===== src/rtl/axi3_rd_arbiter.sv =====
// N:1 AXI3 read-channel arbiter: round-robin AR merge through a one-entry output
// register, ARID tagging with the master index, and RID-based R routing.
module axi3_rd_arbiter #(
    parameter int NUM_MASTERS     = 3,
    parameter int ID_WIDTH        = 4,
    parameter int ADDR_WIDTH      = 32,
    parameter int DATA_WIDTH      = 32,
    parameter int MAX_OUTSTANDING = 4
) (
    input  logic                          clock,
    input  logic                          reset,
    input  logic [NUM_MASTERS-1:0]        s_ar_valid,
    output logic [NUM_MASTERS-1:0]        s_ar_ready,
    input  logic [NUM_MASTERS*ADDR_WIDTH-1:0] s_ar_addr,
    input  logic [NUM_MASTERS*8-1:0]      s_ar_len,
    input  logic [NUM_MASTERS*3-1:0]      s_ar_size,
    input  logic [NUM_MASTERS*2-1:0]      s_ar_burst,
    output logic [NUM_MASTERS-1:0]        s_r_valid,
    input  logic [NUM_MASTERS-1:0]        s_r_ready,
    output logic [DATA_WIDTH-1:0]         s_r_data,
    output logic [1:0]                    s_r_resp,
    output logic                          s_r_last,
    output logic                          m_arvalid,
    input  logic                          m_arready,
    output logic [ID_WIDTH-1:0]           m_arid,
    output logic [ADDR_WIDTH-1:0]         m_araddr,
    output logic [7:0]                    m_arlen,
    output logic [2:0]                    m_arsize,
    output logic [1:0]                    m_arburst,
    output logic [1:0]                    m_arlock,
    output logic [3:0]                    m_arcache,
    output logic [2:0]                    m_arprot,
    input  logic                          m_rvalid,
    output logic                          m_rready,
    input  logic [ID_WIDTH-1:0]           m_rid,
    input  logic [DATA_WIDTH-1:0]         m_rdata,
    input  logic [1:0]                    m_rresp,
    input  logic                          m_rlast,
    output logic                          err_bad_rid,
    output logic                          busy
);

    localparam int CNT_W = $clog2(MAX_OUTSTANDING + 1);
    localparam int PTR_W = (NUM_MASTERS > 1) ? $clog2(NUM_MASTERS) : 1;

    logic                   r_arvalid;
    logic [ID_WIDTH-1:0]    r_arid;
    logic [ADDR_WIDTH-1:0]  r_araddr;
    logic [7:0]             r_arlen;
    logic [2:0]             r_arsize;
    logic [1:0]             r_arburst;
    logic [PTR_W-1:0]       r_ptr;
    logic                   r_err;

    logic                   w_slot_free;
    logic                   w_accept;
    logic                   w_grant_valid;
    logic [PTR_W-1:0]       w_grant_idx;
    logic [PTR_W-1:0]       w_ptr_next;
    logic [NUM_MASTERS-1:0] w_eligible;
    logic [NUM_MASTERS-1:0] w_inc;
    logic [NUM_MASTERS-1:0] w_dec;
    logic [NUM_MASTERS-1:0] w_cnt_nz;
    logic [NUM_MASTERS-1:0] w_rid_hit;
    logic                   w_rid_ok;
    logic [ADDR_WIDTH-1:0]  w_sel_addr;
    logic [7:0]             w_sel_len;
    logic [2:0]             w_sel_size;
    logic [1:0]             w_sel_burst;

    assign w_slot_free = !r_arvalid || m_arready;
    assign w_accept    = w_slot_free && w_grant_valid;
    assign w_ptr_next  = (w_grant_idx == PTR_W'(NUM_MASTERS - 1)) ? '0 : w_grant_idx + PTR_W'(1);

    // Round-robin search starting at the pointer, wrapping past the last master.
    always_comb begin
        int j;
        w_grant_valid = 1'b0;
        w_grant_idx   = '0;
        for (int k = 0; k < NUM_MASTERS; k++) begin
            j = ((int'(r_ptr) + k) >= NUM_MASTERS) ? (int'(r_ptr) + k - NUM_MASTERS) : (int'(r_ptr) + k);
            w_grant_idx   = (!w_grant_valid && w_eligible[j]) ? PTR_W'(j) : w_grant_idx;
            w_grant_valid = w_grant_valid | w_eligible[j];
        end
    end

    // Payload mux for the winning master.
    always_comb begin
        w_sel_addr  = '0;
        w_sel_len   = '0;
        w_sel_size  = '0;
        w_sel_burst = '0;
        for (int i = 0; i < NUM_MASTERS; i++) begin
            w_sel_addr  = (w_grant_idx == PTR_W'(i)) ? s_ar_addr[i*ADDR_WIDTH +: ADDR_WIDTH] : w_sel_addr;
            w_sel_len   = (w_grant_idx == PTR_W'(i)) ? s_ar_len[i*8 +: 8]     : w_sel_len;
            w_sel_size  = (w_grant_idx == PTR_W'(i)) ? s_ar_size[i*3 +: 3]    : w_sel_size;
            w_sel_burst = (w_grant_idx == PTR_W'(i)) ? s_ar_burst[i*2 +: 2]   : w_sel_burst;
        end
    end

    // AR output slice and round-robin pointer.
    always_ff @(posedge clock) begin
        if (reset) begin
            r_arvalid <= 1'b0;
            r_arid    <= '0;
            r_araddr  <= '0;
            r_arlen   <= '0;
            r_arsize  <= '0;
            r_arburst <= '0;
            r_ptr     <= '0;
        end else if (w_accept) begin
            r_arvalid <= 1'b1;
            r_arid    <= ID_WIDTH'(w_grant_idx);
            r_araddr  <= w_sel_addr;
            r_arlen   <= w_sel_len;
            r_arsize  <= w_sel_size;
            r_arburst <= w_sel_burst;
            r_ptr     <= w_ptr_next;
        end else if (m_arready) begin
            r_arvalid <= 1'b0;
        end else begin
            r_arvalid <= r_arvalid;
        end
    end

    for (genvar g = 0; g < NUM_MASTERS; g++) begin : g_master
        logic [CNT_W-1:0] r_cnt;

        assign w_eligible[g] = s_ar_valid[g] && (r_cnt != CNT_W'(MAX_OUTSTANDING));
        assign w_inc[g]      = w_accept && (w_grant_idx == PTR_W'(g));
        assign w_rid_hit[g]  = (m_rid == ID_WIDTH'(g));
        assign w_dec[g]      = m_rvalid && m_rready && m_rlast && w_rid_hit[g];
        assign w_cnt_nz[g]   = (r_cnt != '0);
        assign s_ar_ready[g] = w_inc[g];

        // Outstanding counter; a stray last beat at zero is ignored.
        always_ff @(posedge clock) begin
            if (reset) begin
                r_cnt <= '0;
            end else if (w_inc[g] && !w_dec[g]) begin
                r_cnt <= r_cnt + CNT_W'(1);
            end else if (w_dec[g] && !w_inc[g] && w_cnt_nz[g]) begin
                r_cnt <= r_cnt - CNT_W'(1);
            end else begin
                r_cnt <= r_cnt;
            end
        end
    end

    // Beats carrying an unknown RID are swallowed so the slave never stalls.
    assign w_rid_ok  = |w_rid_hit;
    assign s_r_valid = {NUM_MASTERS{m_rvalid}} & w_rid_hit;
    assign m_rready  = !w_rid_ok || |(w_rid_hit & s_r_ready);
    assign s_r_data  = m_rdata;
    assign s_r_resp  = m_rresp;
    assign s_r_last  = m_rlast;

    // Sticky bad-RID flag.
    always_ff @(posedge clock) begin
        if (reset) begin
            r_err <= 1'b0;
        end else if (m_rvalid && !w_rid_ok) begin
            r_err <= 1'b1;
        end else begin
            r_err <= r_err;
        end
    end

    assign m_arvalid   = r_arvalid;
    assign m_arid      = r_arid;
    assign m_araddr    = r_araddr;
    assign m_arlen     = r_arlen;
    assign m_arsize    = r_arsize;
    assign m_arburst   = r_arburst;
    assign m_arlock    = 2'b00;
    assign m_arcache   = 4'b0000;
    assign m_arprot    = 3'b000;
    assign err_bad_rid = r_err;
    assign busy        = r_arvalid || (|w_cnt_nz);

endmodule

===== config.mk =====
export PLATFORM = sky130hd
export DESIGN_NAME = axi3_rd_arbiter
export DESIGN_NICKNAME = d
export VERILOG_FILES = /design/src/rtl/axi3_rd_arbiter.sv
export SDC_FILE = /design/constraint.sdc
export NUM_CORES = 1
export LEC_CHECK = 0
export BUFFER_PORTS_ARGS = -buffer_cell sky130_fd_sc_hd__clkbuf_2
export CELL_PAD_IN_SITES_DETAIL_PLACEMENT = 1
export CELL_PAD_IN_SITES_GLOBAL_PLACEMENT = 1
export CORE_MARGIN = 3
export CORE_UTILIZATION = 24
export CTS_BUF_LIST = sky130_fd_sc_hd__clkbuf_16
export DETAILED_ROUTE_END_ITERATION = 6
export HOLD_SLACK_MARGIN = 0.1
export PLACE_DENSITY_LB_ADDON = 0.1
export RECOVER_POWER = 100
export SKIP_CTS_REPAIR_TIMING = 1
export SLEW_MARGIN = 30
export SYNTH_ARGS = -nofsm -noshare
export SYNTH_HDL_FRONTEND = slang
export SYNTH_SLANG_ARGS = --single-unit

===== constraint.sdc =====
create_clock -name clock -period 3.1 [get_ports clock]
set_clock_uncertainty 0.2 [all_clocks]
set_input_delay 0.62 -clock clock [delete_from_list [all_inputs] [get_ports clock]]
set_output_delay 0.62 -clock clock [all_outputs]
set_load 0.02 [all_outputs]

==> out/qor.yml, run 1 <==
min_path:
  min_to: "m_arid[0]"
  min_path_cells: 2
  hp-class: "register to register"
  holdCritStartpoint: "m_arid[0]"
cells_and_area:
  drive_gt1_frac: 0.403
  fillCellCount: 1770
  insertedDiodeCount: 0
  final_nets: 806
  final_cell_mix: "152 x clkbuf_2, 54 x dfxtp_1, 52 x clkbuf_1, 46 x mux2i_1, 36 x buf_4"
  final_cell_area_mm2: 0.00530
  final_common_cell: "clkbuf_2"
  syn_to_final_growth_pct: 43.6
floorplan:
  die_w_um: 130
  rows: 44
  io_pins: 287
  coreArea_mm2: 0.0148
  die_area_mm2: 0.0169
  start_util: 0.249
  die_h_um: 130
yosys:
  synthFlopType: "dfxtp_1"
  synth-seq-cells: 60
  synth_top_area_share: 0.325
  syn_area_mm2: 0.00369
  yosys.area.top_type: "dfxtp_1"
  syn_inst: 421
  yosysWarnings: 0
  post_synth.cell_area_avg_um2: 8.77
  synth.distinct_cells: 57
  seq_area_frac_synth: 0.325
  synth_edf_count: 0
  synthArstFlopShare: 0
  synth_area_leaders: "dfxtp_1 33%, mux2i_1 12%, buf_4 9.3%"
clock_tree:
  cts_sinks: 60
  cts_tree: "built"
  cts_buffer_depth: 2
  cts.htree.levels: 3
  ctsRootBufferMaster: "clkbuf_16"
  clk_latency_ns: 0.33
  cts_buffers: 9
  path_clk_slew_ns: 0.06
drt:
  firstDrtPassIters: 4
  wl_per_cell_um: 17.1
  vias: 3864
  drt_wl_total_mm: 13.8
  drtAntennaViolNets: 0
  vias_per_cell: 4.80
  drtIter0Drc: 114
  drc_errors: 0
grt:
  grt_use_total: 0.154
  grt_pass1_vias: 3960
  grt_max_degree: 46
  grt_pass1_wl_mm: 20.2
  antenna_found_initial: 0
  grt-ovfl-total: 0
setup_path:
  required_ns: 2.28
  critPathBufInv: 3
  crit_type: "register to output port"
  slowest_stage: "or3b_4"
  r2r-start: "g_master[0].r_cnt[1]"
  critPathTopFamily: "compound AO/OA/AOI/OAI gates"
  r2r-end: "g_master[1].r_cnt[2]"
  start_kind: "register"
  rrSetupSlack_ns: -0.01
  max_stage_delay_ns: 0.44
  path_max_fanout: 6
  crit_arrival_ns: 2.36
  reg2regPathDepth: 10
  crit_chain: "or3b_4, a22oi_2, o21ai_4, buf_6, o31ai_4, buf_6, a21oi_4, buf_6"
  cp_common_cell: "buf_6"
  end_kind: "output port"
placement:
  place_congestion: 0.783
  port_buffers: 207
  hpwlAfterDp_mm: 10.8
  dpl_cell_area_mm2: 0.00481
status:
  status: "finished with violations"
  violations: "negative setup slack"
pwr:
  leakagePower_uw: 0.00245
  p_total_uw: 5260
  power_density_mw_per_mm2: 991
  peakVddDrop_uv: 319
timing:
  final-hold-violation-count: 0
  worst_slew_pin_slew_ns: 0.897
  fmaxAchievable_mhz: 315
  fin_crit_sh: 1.02
  min_period_ns: 3.18
  worst_slack_ns: -0.0769
  finalSetupViolations: 3
  finalMaxSlewViolations: 0
  rsz0062_at_grt: "true"
  relSlewSlack: 0.402
run:
  maxCapViolCount: 0
-- how the worst max path moves through the flow --
stage / cells past startpoint / from / endpoint / slack, ns
floorplan: 12 / r_ptr[1] / g_master[1].r_cnt[2] / 0.03
global placement: 10 / s_ar_valid[0] / g_master[1].r_cnt[2] / 0.03
detailed placement: 10 / s_ar_valid[0] / g_master[1].r_cnt[2] / -0.05
CTS: 10 / r_ptr[1] / s_ar_ready[2] / -0.26
global route: 10 / r_ptr[1] / s_ar_ready[2] / -0.17
finish: 8 / g_master[0].r_cnt[1] / s_ar_ready[2] / -0.08
-- where the power goes --
group | internal, uW | total [uW] | switching [uW]
combinational | 1290 | 2990 | 1690
sequential | 1040 | 1190 | 147
clock | 700 | 1080 | 382
-- stage by stage --
stage	hold WS (ns)	cells	worst slack [ns]	util	TNS [ns]
final	0.268	805	-0.0769	0.358	-0.106
after global routing	0.272	805	-0.174	0.358	-0.607
after detailed placement	0.264	775	-0.0543	0.325	-0.0543
after floorplan	0.267	431	0.0311	-	0
after CTS	0.278	791	-0.260	0.346	-0.679
after global placement	0.255	775	0.0322	0.325	0
-- registers in the layout, summed over array words and instances, names as in the netlist --
| signal | cells |
|---|---|
| r_ptr | 2 |
| err_bad_rid | 1 |
| m_arvalid | 1 |
| g_master.r_cnt | 9 |
| m_arid | 2 |
| m_arburst | 2 |
| m_arlen | 8 |
| m_araddr | 32 |
| m_arsize | 3 |
-- worst reg2reg max path, stage by stage, from the launching register on --
cell and delay (ns):
dfxtp_4 0.34, or3b_4 0.44, buf_4 0.16, a221oi_2 0.21, nand4_1 0.19, o31ai_2 0.12, and3_4 0.22, inv_2 0.04
fa_2 0.39, or4_4 0.56, a31oi_4 0.16
-- cell families after synthesis --
logic type / share of synthesized area
compound gates: 0.244
simple gates: 0.139
buf+inv: 0.134
flops: 0.325
mux: 0.131
fa+ha+maj: 0.0264
other cells: 0.00102
-- synthesized netlist by cell type (3+ instances only) --
| cell type | n |
|---|---|
| dfxtp_1 | 60 |
| nand2_1 | 11 |
| o31a_1 | 4 |
| ha_1 | 3 |
| a211oi_1 | 3 |
| a22oi_1 | 34 |
| nand4_1 | 3 |
| a21oi_1 | 22 |
| or3b_1 | 3 |
| inv_1 | 6 |
| nor2b_1 | 6 |
| buf_4 | 46 |
| nor2_1 | 30 |
| nand3_1 | 14 |
| o31ai_1 | 3 |
| mux2i_1 | 46 |
| o21ai_0 | 34 |
| fa_1 | 3 |
| nand4b_1 | 3 |
| buf_2 | 14 |
| nor3_1 | 5 |
| a22o_1 | 13 |
| and2_1 | 5 |
| clkbuf_1 | 9 |
-- routing by layer --
metal | global-route usage | wire length, um | vias to the layer above
met5 | 0 | 0 | -
met4 | 0.0532 | 174 | 0
met3 | 0.0634 | 1230 | 18
met2 | 0.265 | 6960 | 180
met1 | 0.171 | 5420 | 1789
li1 | - | - | 1877
-- final cells by class --
class / instances / area [um^2] / area share
well taps: 184 / 230 / 0.0434
clock buffers: 9 / 225 / 0.0425
multi-input cells: 292 / 2190 / 0.413
clock inverters: 7 / 90.1 / 0.0170
flip-flops and latches: 60 / 1210 / 0.229
repair buffers: 247 / 1330 / 0.251
inverters: 6 / 22.5 / 0.00425
(Power assumes the default switching activity.)
==> run 2: changes to the inputs <==
Settings changed: CORE_UTILIZATION 24 to 27.
Clock period 3.1 ns to 3.2 ns, I/O delays scaled along.
==> out/qor.yml, run 2 (synthesis gave the netlist of run 1 again) <==
cells_and_area:
  final_common_cell: "clkbuf_2"  # unchanged
  syn_to_final_growth_pct: 37.2  # was 43.6%
  insertedDiodeCount: 0  # unchanged
  fillCellCount: 1641  # was 1770
  largest_reg_flops: 32  # unchanged
  drive_gt1_frac: 0.368  # was 0.403
  final_cell_mix: "156 x clkbuf_2, 53 x dfxtp_1, 50 x clkbuf_1, 46 x mux2i_1"  # was 152 x clkbuf_2, 54 x dfxtp_1, 52 x clkbuf_1, 46 x mux2i_1, 36 x buf_4
  final_nets: 788  # was 806
  layout.cells.non_filler: 779  # was 805
setup_path:
  slowest_stage: "or3b_4"  # unchanged
  start_kind: "register"  # unchanged
  end_kind: "output port"  # unchanged
  max_stage_delay_ns: 0.45  # was 0.44 ns
  crit_type: "register to output port"  # unchanged
  path_max_fanout: 6  # unchanged
  required_ns: 2.36  # was 2.28 ns
  crit_chain: "or3b_4, a22oi_2, o21ai_2, buf_4, o31a_1, and2_1, buf_2"  # was or3b_4, a22oi_2, o21ai_4, buf_6, o31ai_4, buf_6, a21oi_4, buf_6
  crit_arrival_ns: 2.28  # was 2.36 ns
floorplan:
  start_util: 0.278  # was 0.249
  rows: 42  # was 44
  io_pins: 287  # unchanged
  die_h_um: 123  # was 130 um
  coreArea_mm2: 0.0133  # was 0.0148 mm^2
  die_w_um: 123  # was 130 um
  die_area_mm2: 0.0151  # was 0.0169 mm^2
timing:
  relSlewSlack: 0.663  # was 0.402
  worst_slew_pin_slew_ns: 0.505  # was 0.897 ns
  finalMaxSlewViolations: 0  # unchanged
  holdWs_ns: 0.267  # was 0.268 ns
  final-hold-violation-count: 0  # unchanged
  min_period_ns: 3.12
  fin_crit_sh: 0.975
  finalSetupViolations: 0  # was 3
  worst_slack_ns: 0.0803  # was -0.0769 ns
  fmaxAchievable_mhz: 321
drt:
  vias_per_cell: 4.81  # was 4.80
  met2_length_mm: 6.50  # was 6.96 mm
  top_layer: "met4"  # unchanged
  vias: 3747  # was 3864
  drc_errors: 0  # unchanged
  firstDrtPassIters: 4  # unchanged
  wl_per_cell_um: 16.4  # was 17.1 um
  drtIter0Drc: 120  # was 114
  drt_wl_total_mm: 12.8  # was 13.8 mm
  drtAntennaViolNets: 0  # unchanged
  wl_met1_mm: 4.94  # was 5.42 mm
  dr_wl_met3_mm: 1.15  # was 1.23 mm
grt:
  grt_max_degree: 52  # was 46
  grt_pass1_wl_mm: 19.3  # was 20.2 mm
  grt_use_total: 0.163  # was 0.154
  grt_pass1_vias: 3871  # was 3960
  antenna_found_initial: 0  # unchanged
  grt-ovfl-total: 0  # unchanged
pwr:
  p_total_uw: 4810  # was 5260 uW
  switching_power_uw: 2050  # was 2220 uW
  comb_power_share: 0.538  # was 0.568
  pwr-share-seq: 0.241  # was 0.226
  p_sw_frac: 0.427  # was 0.423
  power.internal_uw: 2760  # was 3030 uW
  power_density_mw_per_mm2: 950  # was 991 mW/mm^2
  peakVddDrop_uv: 578  # was 319 uV
  clkPwrFrac: 0.221  # was 0.206
  leakagePower_uw: 0.00236  # was 0.00245 uW
clock_tree:
  clk_latency_ns: 0.33  # about the same
  cts_tree: "built"  # unchanged
  ctsRootBufferMaster: "clkbuf_16"  # unchanged
  cts_sinks: 60  # unchanged
  cts.htree.levels: 3  # unchanged
  cts_buffers: 9  # unchanged
  path_clk_slew_ns: 0.06  # about the same
  cts_buffer_depth: 2  # unchanged
placement:
  post-place-ws_ns: -0.0351  # was -0.0543 ns
  dp_cells: 761  # was 775
  hpwlAfterDp_mm: 10.1  # was 10.8 mm
  port_buffers: 207  # unchanged
  place_congestion: 0.782  # was 0.783
min_path:
  hp-class: "register to register"  # unchanged
run:
  maxCapViolCount: 0  # unchanged
status:
  status: "complete, no violations"  # was finished with violations
run 2: cell types whose count changed in the layout (fill, tap and decap cells not counted), moves of 3 or more:
cell / before / now
inv_2: 3 / 0
and2_1: 2 / 5
buf_6: 4 / 0
clkbuf_2: 152 / 156
buf_4: 36 / 19
dfxtp_2: 4 / 7
inv_1: 3 / 6
clkinv_4: 0 / 3
run 2: metal layers:
| metal | vias up | track usage |
|---|---|---|
| met1 | 1725 | 0.181 |
| met4 | 0 | 0.0595 |
| met5 | - | 0 |
| li1 | 1846 | - |
| met3 | 17 | 0.0604 |
| met2 | 159 | 0.286 |
run 2: final timing paths:
| path | startpoint | endpoint | cells after the start | slack (ns) |
|---|---|---|---|---|
| worst max-delay path | g_master[0].r_cnt[1] | s_ar_ready[0] | 7 | 0.08 |
| worst min-delay path | g_master[0].r_cnt[2] | g_master[0].r_cnt[2] | 1 | 0.27 |
| worst max register to register | g_master[0].r_cnt[1] | g_master[1].r_cnt[2] | 9 | 0.18 |
| worst min register to register | g_master[0].r_cnt[2] | g_master[0].r_cnt[2] | 1 | 0.27 |
run 2: power groups by stage:
stage	Clock (uW)	Combinational, uW	Sequential (uW)
final	1060	2590	1160
after global routing	1130	2870	1200
after CTS	1100	2620	1150
after detailed placement	0	2600	1160
after global placement	0	2570	1150
after floorplan	0	1520	1390
run 2: per-stage QoR:
stage | util | area [um^2] | TNS (ns)
floorplan | - | 3730 | 0
global placement | 0.355 | 4720 | 0
detailed placement | 0.355 | 4720 | -0.0351
CTS | 0.380 | 5050 | -0.279
global route | 0.381 | 5070 | -0.0295
finish | 0.381 | 5070 | 0
run 2: final cells by class:
class	count	area (um^2)	share of cell area
clock buffer	9	225	0.0445
clock inverter	7	100	0.0198
inverter	6	22.5	0.00445
multi-input combinational	292	2110	0.417
sequential	60	1210	0.239
tap	176	220	0.0435
timing repair buffer	229	1180	0.232
run 2: worst max-delay path: cells and delay by family, from the launching register on:
family          cells  cell delay, ns
simple gates        2            0.66
compound gates      3            0.60
buf+inv             2            0.34
flops               1            0.34
==> run 3: changes to the inputs <==
Settings changed: CORE_ASPECT_RATIO set to 2.
==> out/qor.yml, run 3 (synthesis gave the netlist of run 1 again) <==
status:
  status: "complete, no violations"  # unchanged
pwr:
  peakVddDrop_uv: 269  # was 578 uV
  leakagePower_uw: 0.00238  # was 0.00236 uW
  p_total_uw: 4730  # was 4810 uW
  power_density_mw_per_mm2: 938  # was 950 mW/mm^2
cells_and_area:
  syn_to_final_growth_pct: 36.4  # was 37.2%
  fillCellCount: 1675  # was 1641
  largest_reg_flops: 32  # unchanged
  final_common_cell: "clkbuf_2"  # unchanged
  multi_input_area_mm2: 0.00212  # was 0.00211 mm^2
  final_cell_mix: "155 x clkbuf_2, 57 x dfxtp_1, 51 x clkbuf_1, 46 x mux2i_1"  # was 156 x clkbuf_2, 53 x dfxtp_1, 50 x clkbuf_1, 46 x mux2i_1
  seqCellArea_mm2: 0.00121  # about the same
  insertedDiodeCount: 0  # unchanged
  final_util: 0.381  # about the same
  drive_gt1_frac: 0.368  # about the same
  final_nets: 800  # was 788
drt:
  firstDrtPassIters: 4  # unchanged
  drt_wl_total_mm: 13.7  # was 12.8 mm
  wl_per_cell_um: 17.9  # was 16.4 um
  drtAntennaViolNets: 0  # unchanged
  drtIter0Drc: 92  # was 120
  vias_per_cell: 5.09  # was 4.81
  vias: 3900  # was 3747
  drc_errors: 0  # unchanged
floorplan:
  die_area_mm2: 0.0152  # was 0.0151 mm^2
  start_util: 0.280  # was 0.278
  io_pins: 287  # unchanged
  die_w_um: 88.7  # was 123 um
  rows: 59  # was 42
  die_h_um: 171  # was 123 um
  coreArea_mm2: 0.0132  # was 0.0133 mm^2
clock_tree:
  ctsRootBufferMaster: "clkbuf_16"  # unchanged
  cts_buffer_depth: 2  # unchanged
  path_clk_slew_ns: 0.05  # was 0.06 ns
  cts_tree: "built"  # unchanged
  clk_latency_ns: 0.33  # about the same
  cts_sinks: 60  # unchanged
  cts.htree.levels: 3  # unchanged
  cts_buffers: 9  # unchanged
timing:
  min_period_ns: 3.12  # about the same
  holdWs_ns: 0.268  # was 0.267 ns
  finalSetupViolations: 0  # unchanged
  final-hold-violation-count: 0  # unchanged
  fin_crit_sh: 0.975  # about the same
  fmaxAchievable_mhz: 321  # about the same
  finalMaxSlewViolations: 0  # unchanged
  worst_slew_pin_slew_ns: 0.542  # was 0.505 ns
  relSlewSlack: 0.639  # was 0.663
  setup_tns_ns: 0  # unchanged
min_path:
  min_to: "g_master[0].r_cnt[2]"  # unchanged
  min_path_cells: 1  # unchanged
  hp-class: "register to register"  # unchanged
  holdCritStartpoint: "g_master[0].r_cnt[2]"  # unchanged
setup_path:
  crit_arrival_ns: 2.28  # about the same
  end_kind: "output port"  # unchanged
  r2r-end: "g_master[2].r_cnt[2]"  # was g_master[1].r_cnt[2]
  required_ns: 2.36  # about the same
  rrSetupSlack_ns: 0.15  # was 0.18 ns
  start_kind: "register"  # unchanged
  slowest_stage: "or3b_4"  # unchanged
  max_stage_delay_ns: 0.44  # was 0.45 ns
  r2r-start: "r_ptr[0]"  # was g_master[0].r_cnt[1]
  reg2regPathDepth: 11  # was 9
  crit_type: "register to output port"  # unchanged
  path_max_fanout: 6  # unchanged
  crit_chain: "or3b_4, a22oi_2, o21ai_4, o31a_1, buf_4, and2_1, buf_2"  # was or3b_4, a22oi_2, o21ai_2, buf_4, o31a_1, and2_1, buf_2
grt:
  grt_use_total: 0.180  # was 0.163
  grt_pass1_wl_mm: 21.2  # was 19.3 mm
  grt_pass1_vias: 4292  # was 3871
  antenna_found_initial: 0  # unchanged
  grt_max_degree: 46  # was 52
  grt-ovfl-total: 0  # unchanged
placement:
  hpwlAfterDp_mm: 11.1  # was 10.1 mm
  port_buffers: 207  # unchanged
  place_congestion: 0.820  # was 0.782
run:
  maxCapViolCount: 0  # unchanged
## run 3: area by class of cell
class,count,share of cell area
multi-input cells,292,0.420
clock buffers,9,0.0447
well taps,152,0.0377
inverters,6,0.00447
flip-flops and latches,60,0.240
repair buffers,241,0.249
clock inverters,6,0.00497
## run 3: how the worst max path moves through the flow
stage | from | endpoint | slack (ns) | cells after the start
detailed placement | s_ar_valid[0] | g_master[1].r_cnt[2] | -0.06 | 12
global route | r_ptr[1] | s_ar_ready[1] | -0.01 | 9
finish | g_master[0].r_cnt[1] | s_ar_ready[1] | 0.08 | 7
CTS | r_ptr[1] | s_ar_ready[1] | -0.07 | 9
floorplan | r_ptr[0] | g_master[1].r_cnt[2] | 0.03 | 12
global placement | s_ar_valid[0] | g_master[1].r_cnt[2] | 0.008 | 10
## run 3: critical path: cells and delay by family (launching register included)
kind | cells | cell delay, ns
AO/OA/AOI/OAI | 3 | 0.70
buffers and inverters | 2 | 0.31
flip-flops | 1 | 0.35
AND/OR/NAND/NOR | 2 | 0.58
## run 3: metal layers
layer / part of all wire / global-route usage
met1: 0.33 / 0.168
met2: 0.56 / 0.344
met3: 0.079 / 0.0590
met5: 0 / 0
met4: 0.028 / 0.0737
## run 3: report_power, final
part | switching [uW] | internal, uW | leakage (uW) | total (uW)
combinational | 1590 | 1140 | 0.00175 | 2730
clock | 342 | 505 | 0.000133 | 847
sequential | 145 | 1010 | 0.000498 | 1150
total | 2070 | 2650 | 0.00238 | 4730
## run 3: through the flow
stage                     cell area [um^2]  setup slack (ns)  std cells
after floorplan                       3730            0.0346        431
after global placement                4750           0.00802        747
after detailed placement              4750           -0.0628        747
after CTS                             5000           -0.0698        762
after global routing                  5040           -0.0147        766
final                                 5040            0.0814        766
